File: src/rtl/mux16_scan_serializer.sv
// mux16_scan_serializer
// Upstream controller for a combinational 16:1 mux. Captures a 16-bit word on
// a valid/ready handshake, parks it on the mux data inputs, walks the mux
// select through all 16 positions and forwards the mux output as a serial
// bitstream with valid/ready/last framing.
module mux16_scan_serializer #(
  parameter bit MSB_FIRST = 1'b0
) (
  input  logic        clk,
  input  logic        rst_n,
  input  logic        in_valid,
  output logic        in_ready,
  input  logic [15:0] in_data,
  output logic [15:0] mux_din,
  output logic [3:0]  mux_sel,
  input  logic        mux_f,
  output logic        ser_valid,
  input  logic        ser_ready,
  output logic        ser_data,
  output logic        ser_last,
  output logic        busy
);

  localparam int DATA_W = 16;
  localparam int CNT_W  = 4;
  localparam logic [CNT_W-1:0] CNT_MAX = 4'd15;

  typedef enum logic {
    IDLE  = 1'b0,
    SHIFT = 1'b1
  } state_t;

  state_t              state_q, state_d;
  logic [CNT_W-1:0]    cnt_q, cnt_d;
  logic [DATA_W-1:0]   din_q, din_d;

  logic                in_shift;
  logic                last_beat;
  logic                end_of_word;
  logic                accept;

  assign in_shift    = (state_q == SHIFT);
  assign last_beat   = in_shift && (cnt_q == CNT_MAX);
  // The final beat frees the word register in the same cycle it is consumed,
  // so a waiting word can be taken with no bubble (ser_ready -> in_ready).
  assign end_of_word = last_beat && ser_ready;
  assign in_ready    = rst_n && ((state_q == IDLE) || end_of_word);
  assign accept      = in_valid && in_ready;

  // Select is a pure function of the registered count, so it changes once per
  // cycle with no combinational hazard from the handshake inputs.
  assign mux_sel   = MSB_FIRST ? (CNT_MAX - cnt_q) : cnt_q;
  assign mux_din   = din_q;
  assign ser_valid = in_shift;
  assign ser_last  = last_beat;
  assign busy      = in_shift;
  // The mux output goes straight downstream; sampling happens at the consumer.
  assign ser_data  = mux_f;

  // Next-state logic: load on accept, advance on each transferred beat,
  // chain or return to IDLE after the 16th beat.
  always_comb begin
    state_d = state_q;
    cnt_d   = cnt_q;
    din_d   = din_q;
    case (state_q)
      IDLE: begin
        if (accept) begin
          din_d   = in_data;
          cnt_d   = '0;
          state_d = SHIFT;
        end
      end
      SHIFT: begin
        if (ser_ready) begin
          if (cnt_q != CNT_MAX) begin
            cnt_d = cnt_q + 4'd1;
          end else begin
            cnt_d = '0;
            if (in_valid) begin
              din_d   = in_data;
              state_d = SHIFT;
            end else begin
              state_d = IDLE;
            end
          end
        end
      end
      default: begin
        state_d = IDLE;
        cnt_d   = '0;
      end
    endcase
  end

  // State, count and word registers; reset discards any in-flight word.
  always_ff @(posedge clk or negedge rst_n) begin
    if (!rst_n) begin
      state_q <= IDLE;
      cnt_q   <= '0;
      din_q   <= '0;
    end else begin
      state_q <= state_d;
      cnt_q   <= cnt_d;
      din_q   <= din_d;
    end
  end

endmodule

File: config.mk
export PLATFORM = sky130hd
export DESIGN_NAME = mux16_scan_serializer
export DESIGN_NICKNAME = d
export VERILOG_FILES = /design/src/rtl/mux16_scan_serializer.sv
export SDC_FILE = /design/constraint.sdc
export NUM_CORES = 1
export LEC_CHECK = 0
export ABC_AREA = 1
export CAP_MARGIN = 30
export CORE_ASPECT_RATIO = 0.9
export CORE_MARGIN = 10
export CORE_UTILIZATION = 39
export DETAILED_ROUTE_END_ITERATION = 10
export GPL_TIMING_DRIVEN = 0
export HOLD_SLACK_MARGIN = 0.02
export PLACE_DENSITY = 0.76
export SYNTH_ARGS = -nofsm -noshare
export SYNTH_HDL_FRONTEND = slang
export SYNTH_SLANG_ARGS = --single-unit
export TNS_END_PERCENT = 50
File: constraint.sdc
create_clock -name clk -period 1.9 [get_ports clk]
set_clock_uncertainty 0.2 [all_clocks]
set_input_delay 0.38 -clock clk [delete_from_list [all_inputs] [get_ports clk]]
set_output_delay 0.38 -clock clk [all_outputs]
set_load 0.01 [all_outputs]
# == After elaboration in Yosys (flattened, before gate mapping) ==
# Index checks and enable logic that the tools add are counted.
# totals
mem_bits_ro,0
register_bits,21
mem_count,0
out_inout_bits,25
ram_bits,0
latchBits,0
input_bits,21
word_cells,32
# classes
addsub,1
eq_ne,6
n_mul,0
div,0
n_mux,14
reduce_logical,7
magnitude_cmp,0
shifts,0
bitwise,1
# op_table
cell,count
16-bit 2-to-1 mux,4
16-bit case mux with 2 select lines,1
4-bit 2-to-1 mux,3
"2-bit inequality test, second input constant",4
4-bit case mux with 2 select lines,1
"4-bit by 1-bit adder with 4-bit output, second input constant",1
"4-bit equality test, second input constant",1
1-bit logical AND,4
1-bit 2-to-1 mux,4
"4-bit inequality test, second input constant",1
4-bit AND reduction,1
1-bit case mux with 2 select lines,1
2-bit AND reduction,1
1-bit logical OR,1
1-bit inverter,1

# == Depth between registers and ports, before layout ==
# Gate-level depths: netlist of run 1.
# logic_depth
word_depth,8
depth_mapped,7
ltp_nobuf,6

# == Worst setup path after synthesis of run 1 ==
# OpenSTA, ideal clock, no wires.
# synth_path
path_kind,register to output
startpoint,"reg cnt_q[0], in the netlist mux_sel[0]"
endpoint,out in_ready
t_required_ns,1.320
stages_incl_launch_ff,4
arrival_ns,1.100
n_path_buf,0
setup_slack_ns,0.220
path_cell_list,dfrtp_1 -> ha_1 -> nand4_1 -> a21boi_0
# synth_between
elab_chain_len,5
# synth_lines
element,line_no,rtl
start: declaration,34,"logic [CNT_W-1:0] cnt_q, cnt_d;"
start signal: assignment,104,cnt_q <= cnt_d;
4-bit equality test,43,assign last_beat = in_shift && (cnt_q == CNT_MAX);
1-bit logical AND,43,
1-bit logical AND,46,assign end_of_word = last_beat && ser_ready;
1-bit logical OR,47,assign in_ready = rst_n && ((state_q == IDLE) || end_of_word);
1-bit logical AND,47,
end: declaration,12,"output logic in_ready,"
# Every way passes these cells.

# == Final worst setup path of run 1 ==
# layout_path
startpoint,"reg cnt_q[0], in the netlist mux_sel[0]"
endpoint,out ser_last
# layout_between
elab_chain_len,2
# layout_lines
element,line_no,rtl
4-bit equality test,43,
1-bit logical AND,43,
end: declaration,20,"output logic ser_last,"
# Every way passes these cells.

==> results.md, run 1 <==
- Hold WC Path Type: flip-flop to flip-flop
- Syn. warnings: 0
- Number of routed nets with antenna violations: 0
- Via count: 918
- Antenna violations before repair: 0
- Post-synth net total: 132
- Internal power: 1184 uW
- DRT iter0 DRCs: 61
- IO buf count: 44
- IO Pins: 46
- # setup viols final: 1
- Fin crit period: 1904 ps
- Pwr per Cell Area: 1175 nW/um^2
- Num CTS Buffers: 3
- Via/cell ratio: 4.781
- VDD IR max: 941.6 uV
- CTS clock-pin slew for the worst setup and hold paths: 110 ps
- Mean post-synth cell area: 8.645 um^2
- Critical path depth in cells: 4
- Gr ovfl total: 0
- Diodes inserted: 0
- CTS H-Tree Depth: 1
- Final Cycle Share: 1.002
- Skew-Pair Late Insertion Delay: 300 ps
- Critical path buffer and inverter count: 1
- DP Worst Slack: -794.7 ps
- CP peak stage delay: 420 ps
- Drt pass-1 iters: 4
- Flop pwr share: 0.414
- #FFs+latches synth: 21
- Routed wire length: 2715 um
- Cell family with most CP delay: flip-flops
- CP required: 1320 ps
- Clock Tree Root: clkbuf_4
- Post-DP HPWL: 2077 um
- Pin count of the biggest net entering global routing: 14
- Seq/Total Area, Yosys: 0.5526
- Maxcap violations: 0
- TritonCTS clock tree: yes
- Crit start category: flip-flop
- Area growth, synth to finish: 61.18%
- Share of flip-flops with an asynchronous set or reset: 1.000
- Sw frac: 0.3423
- Synth cell types: 16
- Die width: 72.05 um
- Final Hold Fails: 0
- Post-synth EDFFs: 0
- WL/cell: 14.14 um
- Setup_tns: -4.452 ps
- First-pass GRT wire length: 4374 um
- Die Span Y: 66.85 um
- All-Layer GR Usage: 0.1123
- Slowest cell on crit path: dfrtp_1
- Fmax achieved: 0.5251 GHz
- Clock power share: 0.115
- Hold Path Cell Cnt: 2
- Critical-path maximum fanout: 4
- CTS max path bufs: 2
- Die area: 4816 um^2
- Tightest Pin Transition: 561.8 ps
- FP Rows: 16
- Top cell type's share of synthesized area: 0.5526
- RSZ-0062 raised after global routing: true
- Post-synth top flop: dfrtp_1
- FF-to-FF path depth: 8
- Logic pwr share: 0.471
- CP Cell Sequence: ha_4 > nand3_2 > nor2_1 > clkdlybuf4s15_2
- Slew Viols, Final: 0
- Post-Syn Instances: 110
- Largest cells by area after synthesis: dfrtp_1, nand2_1, nand3_1, o21ai_0, nand4_1
- Setup crit end kind: output port
- Setup ws final: -4.452 ps
- Starting Density: 0.4241
- Drt drc: 0
- Top-count cell post-synth: nand2_1
- Clock sinks: 21
- RePlAce Congestion: 0.8120
- Sw power: 616.4 uW
- Mapped cell area: 950.9 um^2
- LEAKAGE: 0.0007663 uW
- Worst setup path class: flip-flop to output port
- Failing checks: setup timing
- Status: finished, violations left
- Core footprint: 2242 um^2
- Crit path DAT: 1320 ps
- Layout cells sized above 1: 0.1394
- Rel. slew slack: 0.6242
- Commonest cells in the netlist: nand2_1, dfrtp_1, nand3_1
- Vias in the first global route: 952
- Final #Nets: 188
- Synth area leader: dfrtp_1
[power by group through the flow]
stage | Combinational, uW | Clock, uW | Sequential, uW
2_1_floorplan | 227 | 0 | 830
3_3_place_gp | 789 | 0 | 744
3_5_place_dp | 811 | 0 | 752
4_1_cts | 865 | 218 | 745
5_1_grt | 929 | 237 | 775
6_report | 848 | 208 | 745
[cells by family (layout without fill, tap and decap cells)]
kind of cell    Yosys count  after routing  synth area share
simple gates             72             72            0.3369
fa+ha+maj                 1              1           0.01316
flops                    21             21            0.5526
compound gates            5              5           0.02895
xor+xnor                  1              1          0.009212
buf+inv                  10             65           0.05920
[repair_timing]
item / in CTS / in global routing
resized for setup: 19 / 1
setup buffers: 4 / 0
pin swaps: 1 / 0
hold buffers: 2 / 0
cloned: 0 / 0
hold endpoints to repair: 8 / 0
setup endpoints to repair: 25 / 3
[layout make-up]
type / instances / area [um^2]
sequential: 21 / 528.0
clock buffer: 4 / 26.28
fill: 196 / 709.4
buffer: 6 / 41.29
inverter: 4 / 15.01
tap: 27 / 33.78
multi-input combinational: 79 / 386.6
timing repair buffer: 51 / 501.7
[metrics by stage]
step	instance area, um^2	total power (uW)	util	instances	hold slack [ps]
floorplan	950.9	1056	-	110	-115.6
detailed placement	1440	1563	0.6423	182	258.2
global route	1533	1941	0.6836	192	307.7
CTS	1530	1827	0.6825	192	284.7
finish	1533	1801	0.6836	192	279.5
global placement	1425	1533	0.6356	181	252.7
[cell usage in the layout (no fill, tap or decap), drive strengths merged]
cell type	netlist	routed
dlygate4sd3	0	2
dlygate4sd2	0	3
nand2	47	47
buf	6	12
inv	4	4
clkdlybuf4s15	0	2
nand4	3	3
o21ai	4	4
dlymetal6s2s	0	1
a21boi	1	1
dfrtp	21	21
clkdlybuf4s50	0	37
xnor2	1	1
ha	1	1
clkbuf	0	4
or2	1	1
nor2	1	1
nand3	20	20
[worst paths after layout]
kind / start / to / slack, ps
setup / recovery: mux_sel[0] / ser_last / -4
setup reg to reg: busy / mux_din[10] / 240
min in group asynchronous: rst_n / mux_din[2] / 430
hold / removal: mux_din[15] / mux_din[15] / 280
max in group asynchronous: rst_n / busy / 490
hold reg to reg: mux_din[15] / mux_din[15] / 280
[state kept, by name, indices dropped and copies added, names as in the netlist]
name	count
mux_din	16
busy	1
mux_sel	4
[tightest hold or removal path, cell delays in order, from the launching register on]
cell and delay, ps:
dfrtp_1 360, nand2_1 50, nand2_1 50
[routing by layer]
metal | track usage | vias to the layer above | wire length [um] | share of wire
li1 | - | 466 | - | -
met1 | 0.1109 | 423 | 1060 | 0.39
met2 | 0.1971 | 25 | 1386 | 0.51
met3 | 0.06222 | 4 | 238 | 0.088
met4 | 0.03623 | 0 | 29 | 0.011
met5 | 0 | - | 0 | 0
(Power assumes the default switching activity.)
==> run 2, diff against run 1 <==
--- a/config.mk
+++ b/config.mk
@@ -14,5 +14,5 @@
 export GPL_TIMING_DRIVEN = 0
 export HOLD_SLACK_MARGIN = 0.02
-export PLACE_DENSITY = 0.76
+export PLACE_DENSITY = 0.89
 export SYNTH_ARGS = -nofsm -noshare
 export SYNTH_HDL_FRONTEND = slang
==> constraint.sdc (replaced) <==
create_clock -name clk -period 1.9 [get_ports clk]
set_clock_uncertainty 0.2 [all_clocks]
set_input_delay 0.38 -clock clk [delete_from_list [all_inputs] [get_ports clk]]
set_output_delay 0.38 -clock clk [all_outputs]
set_load 0.05 [all_outputs]
==> run 2 against run 1 <==
The run still ends with setup timing left. First-iteration DRC count is 72% lower. Final cell count is 1.0% lower. Register-to-register slack worse by 60 ps. Maximum frequency is 3.4% lower. Via count is 2.9% higher. Sequential share of layout area is 0.68 points higher.
==> results.md, run 2 (synthesized netlist as in run 1, its figures left out) <==
- DP Worst Slack: -964.4 ps (-169.7 ps)
- Via/cell ratio: 4.974 (+4.0%)
- Post-route cell area: 1514 um^2 (-1.2%)
- Pin count of the biggest net entering global routing: 14 (unchanged)
- Fin crit period: 1971 ps (+66.95 ps)
- Most common cell after layout, fill and taps aside: nand2_1
- Gr ovfl total: 0 (unchanged)
- Worst Setup SP: mux_sel[1]
- Num CTS Buffers: 3 (unchanged)
- Tightest Pin Transition: 517.2 ps (-44.63 ps)
- CP peak stage delay: 430 ps (about the same)
- Area growth, synth to finish: 59.21%
- Skew-Pair Late Insertion Delay: 300 ps (about the same)
- Die Span Y: 66.85 um (unchanged)
- Reg-to-reg startpoint: busy
- Final #Nets: 186 (-1.1%)
- Worst setup path class: flip-flop to output port
- Rel. slew slack: 0.6566 (+0.03236)
- Via count: 945 (+2.9%)
- Die width: 72.05 um (unchanged)
- Most frequent cells in the layout: nand2_1, clkdlybuf4s50_1, nand3_1, dlygate4sd2_1, dfrtp_1
- Slowest cell on crit path: dfrtp_2
- Drt drc: 0 (unchanged)
- DRT iter0 DRCs: 17 (-72%)
- First-pass GRT wire length: 5009 um (+15%)
- Core footprint: 2242 um^2 (unchanged)
- CP required: 1320 ps (about the same)
- Failing checks: setup timing
- Number of routed nets with antenna violations: 0 (unchanged)
- Drt pass-1 iters: 4 (unchanged)
- Fmax achieved: 0.5073 GHz (-3.4%)
- Final total power: 2286 uW (+27%)
- Final Cycle Share: 1.038 (+0.03524)
- Post-DP HPWL: 2358 um (+14%)
- Layout cells sized above 1: 0.1840 (+0.04466)
- Antenna violations before repair: 0 (unchanged)
- CTS H-Tree Depth: 1 (unchanged)
- CP Cell Sequence: ha_4 > nand4_1 > a21boi_4 > buf_6
- CTS clock-pin slew for the worst setup and hold paths: 120 ps (about the same)
- Routed wire length: 3100 um (+14%)
- All-Layer GR Usage: 0.1295 (+0.01715)
- LEAKAGE: 0.0007961 uW (+3.9%)
- Hold WC Path Type: input port to asynchronous set/reset pin
- Crit path DAT: 1390 ps (+70 ps)
- Diodes inserted: 0 (unchanged)
- Setup ws final: -71.40 ps (-66.95 ps)
- IO buf count: 44 (unchanged)
- # setup viols final: 1 (unchanged)
- Critical-path maximum fanout: 4 (unchanged)
- Starting Density: 0.4241 (unchanged)
- IO Pins: 46 (unchanged)
- Status: finished, violations left
- Crit start category: flip-flop
- VDD IR max: 989.7 uV (+5.1%)
- Final Hold Fails: 0 (unchanged)
- Pwr per Cell Area: 1510 nW/um^2 (+29%)
- Clock Tree Root: clkbuf_4
- RSZ-0062 raised after global routing: true
- FP Rows: 16 (unchanged)
- Max reg flops: 16 (unchanged)
- Inst Count DP: 182 (unchanged)
- Vias in the first global route: 1020 (+7.1%)
- Die area: 4816 um^2 (unchanged)
- Setup crit end kind: output port
- WL/cell: 16.32 um (+15%)
- CTS max path bufs: 2 (unchanged)
- Non-Filler Instances: 190 (-1.0%)
- Placed Area: 1476 um^2 (+2.5%)
- Slew Viols, Final: 0 (unchanged)
- RePlAce Congestion: 0.8134 (+0.17%)
- TritonCTS clock tree: yes
- Maxcap violations: 0 (unchanged)
- Clock sinks: 21 (unchanged)
[run 2: cell count changes in the layout (fill, tap and decap cells not counted), moves of 2 or more]
| cell | before | now |
|---|---|---|
| clkbuf_2 | 0 | 2 |
| clkdlybuf4s50_1 | 37 | 19 |
| dlygate4sd2_1 | 3 | 18 |
| dfrtp_2 | 2 | 5 |
| dfrtp_1 | 19 | 16 |
[run 2: power breakdown]
part	internal (uW)	switching [uW]	total, uW
Clock	81.6	133	214
Combinational	362	955	1320
Sequential	631	123	753
[run 2: timing repair]
action	4_1_cts	5_1_grt
pin swaps	0	2
gates resized for setup	43	7
hold endpoints to repair	8	0
setup endpoints to repair	34	6
buffers inserted	1	2
hold buffers	1	0
[run 2: final cells by class]
cell class	count	area (um^2)
sequential	21	531.8
buffer	6	41.29
inverter	4	15.01
timing repair buffer	49	460.4
fill	193	728.2
multi-input combinational	79	405.4
clock buffer	4	26.28
tap	27	33.78
[run 2: metal layers]
| metal | global-route usage | vias up | share of wire |
|---|---|---|---|
| li1 | - | 461 | - |
| met2 | 0.2368 | 26 | 0.54 |
| met4 | 0.02899 | 0 | 0.0077 |
| met3 | 0.04593 | 2 | 0.075 |
| met5 | 0 | - | 0 |
| met1 | 0.1399 | 456 | 0.38 |
[run 2: path summary, 6_finish.rpt]
check	depth (start not counted)	slack, ps	to
setup / recovery	4	-70	in_ready
hold / removal	2	70	mux_din[6]
setup reg to reg	7	180	mux_din[11]
hold reg to reg	2	280	mux_din[15]
max in group asynchronous	2	570	mux_sel[0]
min in group clk	2	280	mux_din[15]
[run 2: critical path, delay by kind of cell (launching register included)]
family          cells  cell delay (ps)
flops               1              430
simple gates        1              170
buf+inv             1              170
fa+ha+maj           1              160
compound gates      1              160
[run 2: through the flow]
step,utilization,hold WS [ps],TNS (ps)
2_1_floorplan,-,-115.6,0
3_3_place_gp,0.6518,254.4,-16380
3_5_place_dp,0.6585,259.4,-8712
4_1_cts,0.6702,63.34,-133.2
5_1_grt,0.6752,75.51,-170.9
6_report,0.6752,68.08,-71.40
==> run 3, diff against run 2 <==
- CORE_MARGIN: 10 -> not set
- SKIP_CTS_REPAIR_TIMING: not set -> 1
==> run 3 against run 2 <==
The run still ends with setup timing left. Global-route usage up 7.7 points. Hold slack better by 220 ps. Final cell count unchanged. Total power grew 3.4%. Maximum frequency decreased by 4.4%. Routed wire length is 15% lower. Largest power group unchanged.
==> results.md, run 3 (synthesized netlist as in run 1, its figures left out) <==
- First-pass GRT wire length: 3836 um (-23%)
- Vias in the first global route: 839 (-18%)
- Rel. slew slack: 0.5771 (-0.07954)
- Internal power: 1176 uW (+9.4%)
- Global routing usage on met3: 0.05607 (+0.01015)
- CTS clock-pin slew for the worst setup and hold paths: 110 ps (about the same)
- FP Rows: 16 (unchanged)
- Die area: 2640 um^2 (-45%)
- Drt pass-1 iters: 4 (unchanged)
- Die width: 54.05 um (-25%)
- Logic pwr share: 0.591 (+0.014)
- Critical path buffer and inverter count: 1 (unchanged)
- IO Pins: 46 (unchanged)
- Routed wire length: 2639 um (-15%)
- Failing checks: setup timing
- Fmax achieved: 0.4850 GHz (-4.4%)
- Antenna violations before repair: 0 (unchanged)
- Num CTS Buffers: 3 (unchanged)
- Skew-Pair Late Insertion Delay: 300 ps (about the same)
- Sw power: 1187 uW (-2.0%)
- LEAKAGE: 0.001016 uW (+28%)
- Slew Viols, Final: 0 (unchanged)
- Critical-path maximum fanout: 5 (+1)
- Most Crowded Layer GR: met2
- Clock sinks: 21 (unchanged)
- Layout cells sized above 1: 0.1595 (-0.02454)
- RSZ-0062 raised after global routing: true
- CTS max path bufs: 2 (unchanged)
- Final #Nets: 186 (unchanged)
- Most frequent cells in the layout: nand2_1, dlymetal6s2s_1, clkdlybuf4s50_1, nand3_1, dfrtp_1
- Hold_ws: 284.6 ps (+216.5 ps)
- Number of routed nets with antenna violations: 0 (unchanged)
- Tightest Pin Transition: 632.3 ps (+115.2 ps)
- Clock Tree Root: clkbuf_4
- Core footprint: 2242 um^2 (unchanged)
- DRT iter0 DRCs: 26 (+9)
- Diodes inserted: 0 (unchanged)
- Max reg flops: 16 (unchanged)
- Hold WC Path Type: flip-flop to flip-flop
- Routing usage on met1: 0.2530 (+0.1131)
- Post-DP HPWL: 1906 um (-19%)
- RePlAce Congestion: 0.8505 (+4.6%)
- Drt drc: 0 (unchanged)
- CP peak stage delay: 440 ps (about the same)
- DP Worst Slack: -1060 ps (-95.59 ps)
- Global Route met2 Usage: 0.3374 (+0.1007)
- WL/cell: 13.89 um (-15%)
- CP Cell Sequence: ha_4 > nand4_1 > a21boi_4 > buf_6
- Flop pwr share: 0.318 (-0.012)
- VDD IR max: 1115 uV (+13%)
- IO buf count: 44 (unchanged)
- CTS H-Tree Depth: 1 (unchanged)
- Final Cycle Share: 1.085 (+0.04772)
- Setup ws final: -162.1 ps (-90.66 ps)
- Sw frac: 0.5024 (-0.02744)
- Starting Density: 0.4241 (unchanged)
- Via count: 962 (+1.8%)
- Gr ovfl total: 0 (unchanged)
- Via/cell ratio: 5.063 (+1.8%)
- Crit start category: flip-flop
- Status: finished, violations left
- Most common cell after layout, fill and taps aside: nand2_1
- Pin count of the biggest net entering global routing: 18 (+4)
- Crit path DAT: 1480 ps (+90 ps)
- FILL cells: 158 (-18%)
- All-Layer GR Usage: 0.2061 (+0.07663)
- Maxcap violations: 0 (unchanged)
- Fin crit period: 2062 ps (+90.66 ps)
- Setup crit end kind: output port
- # setup viols final: 1 (unchanged)
- Slowest cell on crit path: dfrtp_2
- Die Span Y: 48.85 um (-27%)
- TritonCTS clock tree: yes
- Worst setup path class: flip-flop to output port
- CP required: 1320 ps (about the same)
- Pwr per Cell Area: 1468 nW/um^2 (-2.8%)
- Area growth, synth to finish: 69.21%
- Cell family with most CP delay: flip-flops
- Final Hold Fails: 0 (unchanged)
- Clock power share: 0.091 (-0.003)
==> run 3: final timing paths <==
kind                       slack, ps  depth (start not counted)  startpoint          end
hold reg to reg                  280                          2  mux_din[3]   mux_din[3]
hold / removal                   280                          2  mux_din[3]   mux_din[3]
setup / recovery                -160                          4  mux_sel[1]     in_ready
setup reg to reg                 220                          7        busy  mux_din[11]
min in group asynchronous        440                          2       rst_n   mux_din[0]
max in group asynchronous        380                          3       rst_n         busy
==> run 3: worst reg2reg max path, stage by stage (launching register included) <==
cell and delay [ps]:
dfrtp_2 490, inv_1 150, nand3_1 110, nand2_2 190
nand3_4 140, buf_6 170, nand2_1 70, nand2_1 60
==> run 3: layout make-up <==
type                    instances  area (um^2)  share of cell area
plain buffers                   6        41.29             0.02566
clock buffers                   4        26.28             0.01633
inverters                       4        15.01            0.009331
multi-input cells              79        405.4              0.2519
flip-flops and latches         21        531.8              0.3305
well taps                      27        33.78             0.02100
repair buffers                 49        555.5              0.3453
==> run 3: routing by layer <==
layer,vias to the layer above,part of all wire
li1,467,-
met1,465,0.40
met2,25,0.54
met3,5,0.047
met4,0,0.013
met5,-,0
==> run 3: power groups by stage <==
stage,Combinational [uW],Sequential [uW],Clock (uW)
after detailed placement,1390,766,0
final,1400,751,214
after floorplan,249,1390,0
after CTS,1400,757,220
after global placement,1350,757,0
after global routing,1470,773,237
==> run 3: through the flow <==
| stage | area [um^2] | utilization | power, uW | instances | TNS, ps |
|---|---|---|---|---|---|
| 2_1_floorplan | 987.2 | - | 1642 | 110 | 0 |
| 3_3_place_gp | 1461 | 0.6518 | 2103 | 181 | -16350 |
| 3_5_place_dp | 1489 | 0.6641 | 2156 | 182 | -10250 |
| 4_1_cts | 1515 | 0.6758 | 2373 | 186 | -8488 |
| 5_1_grt | 1609 | 0.7176 | 2480 | 190 | -241.3 |
| 6_report | 1609 | 0.7176 | 2362 | 190 | -162.1 |
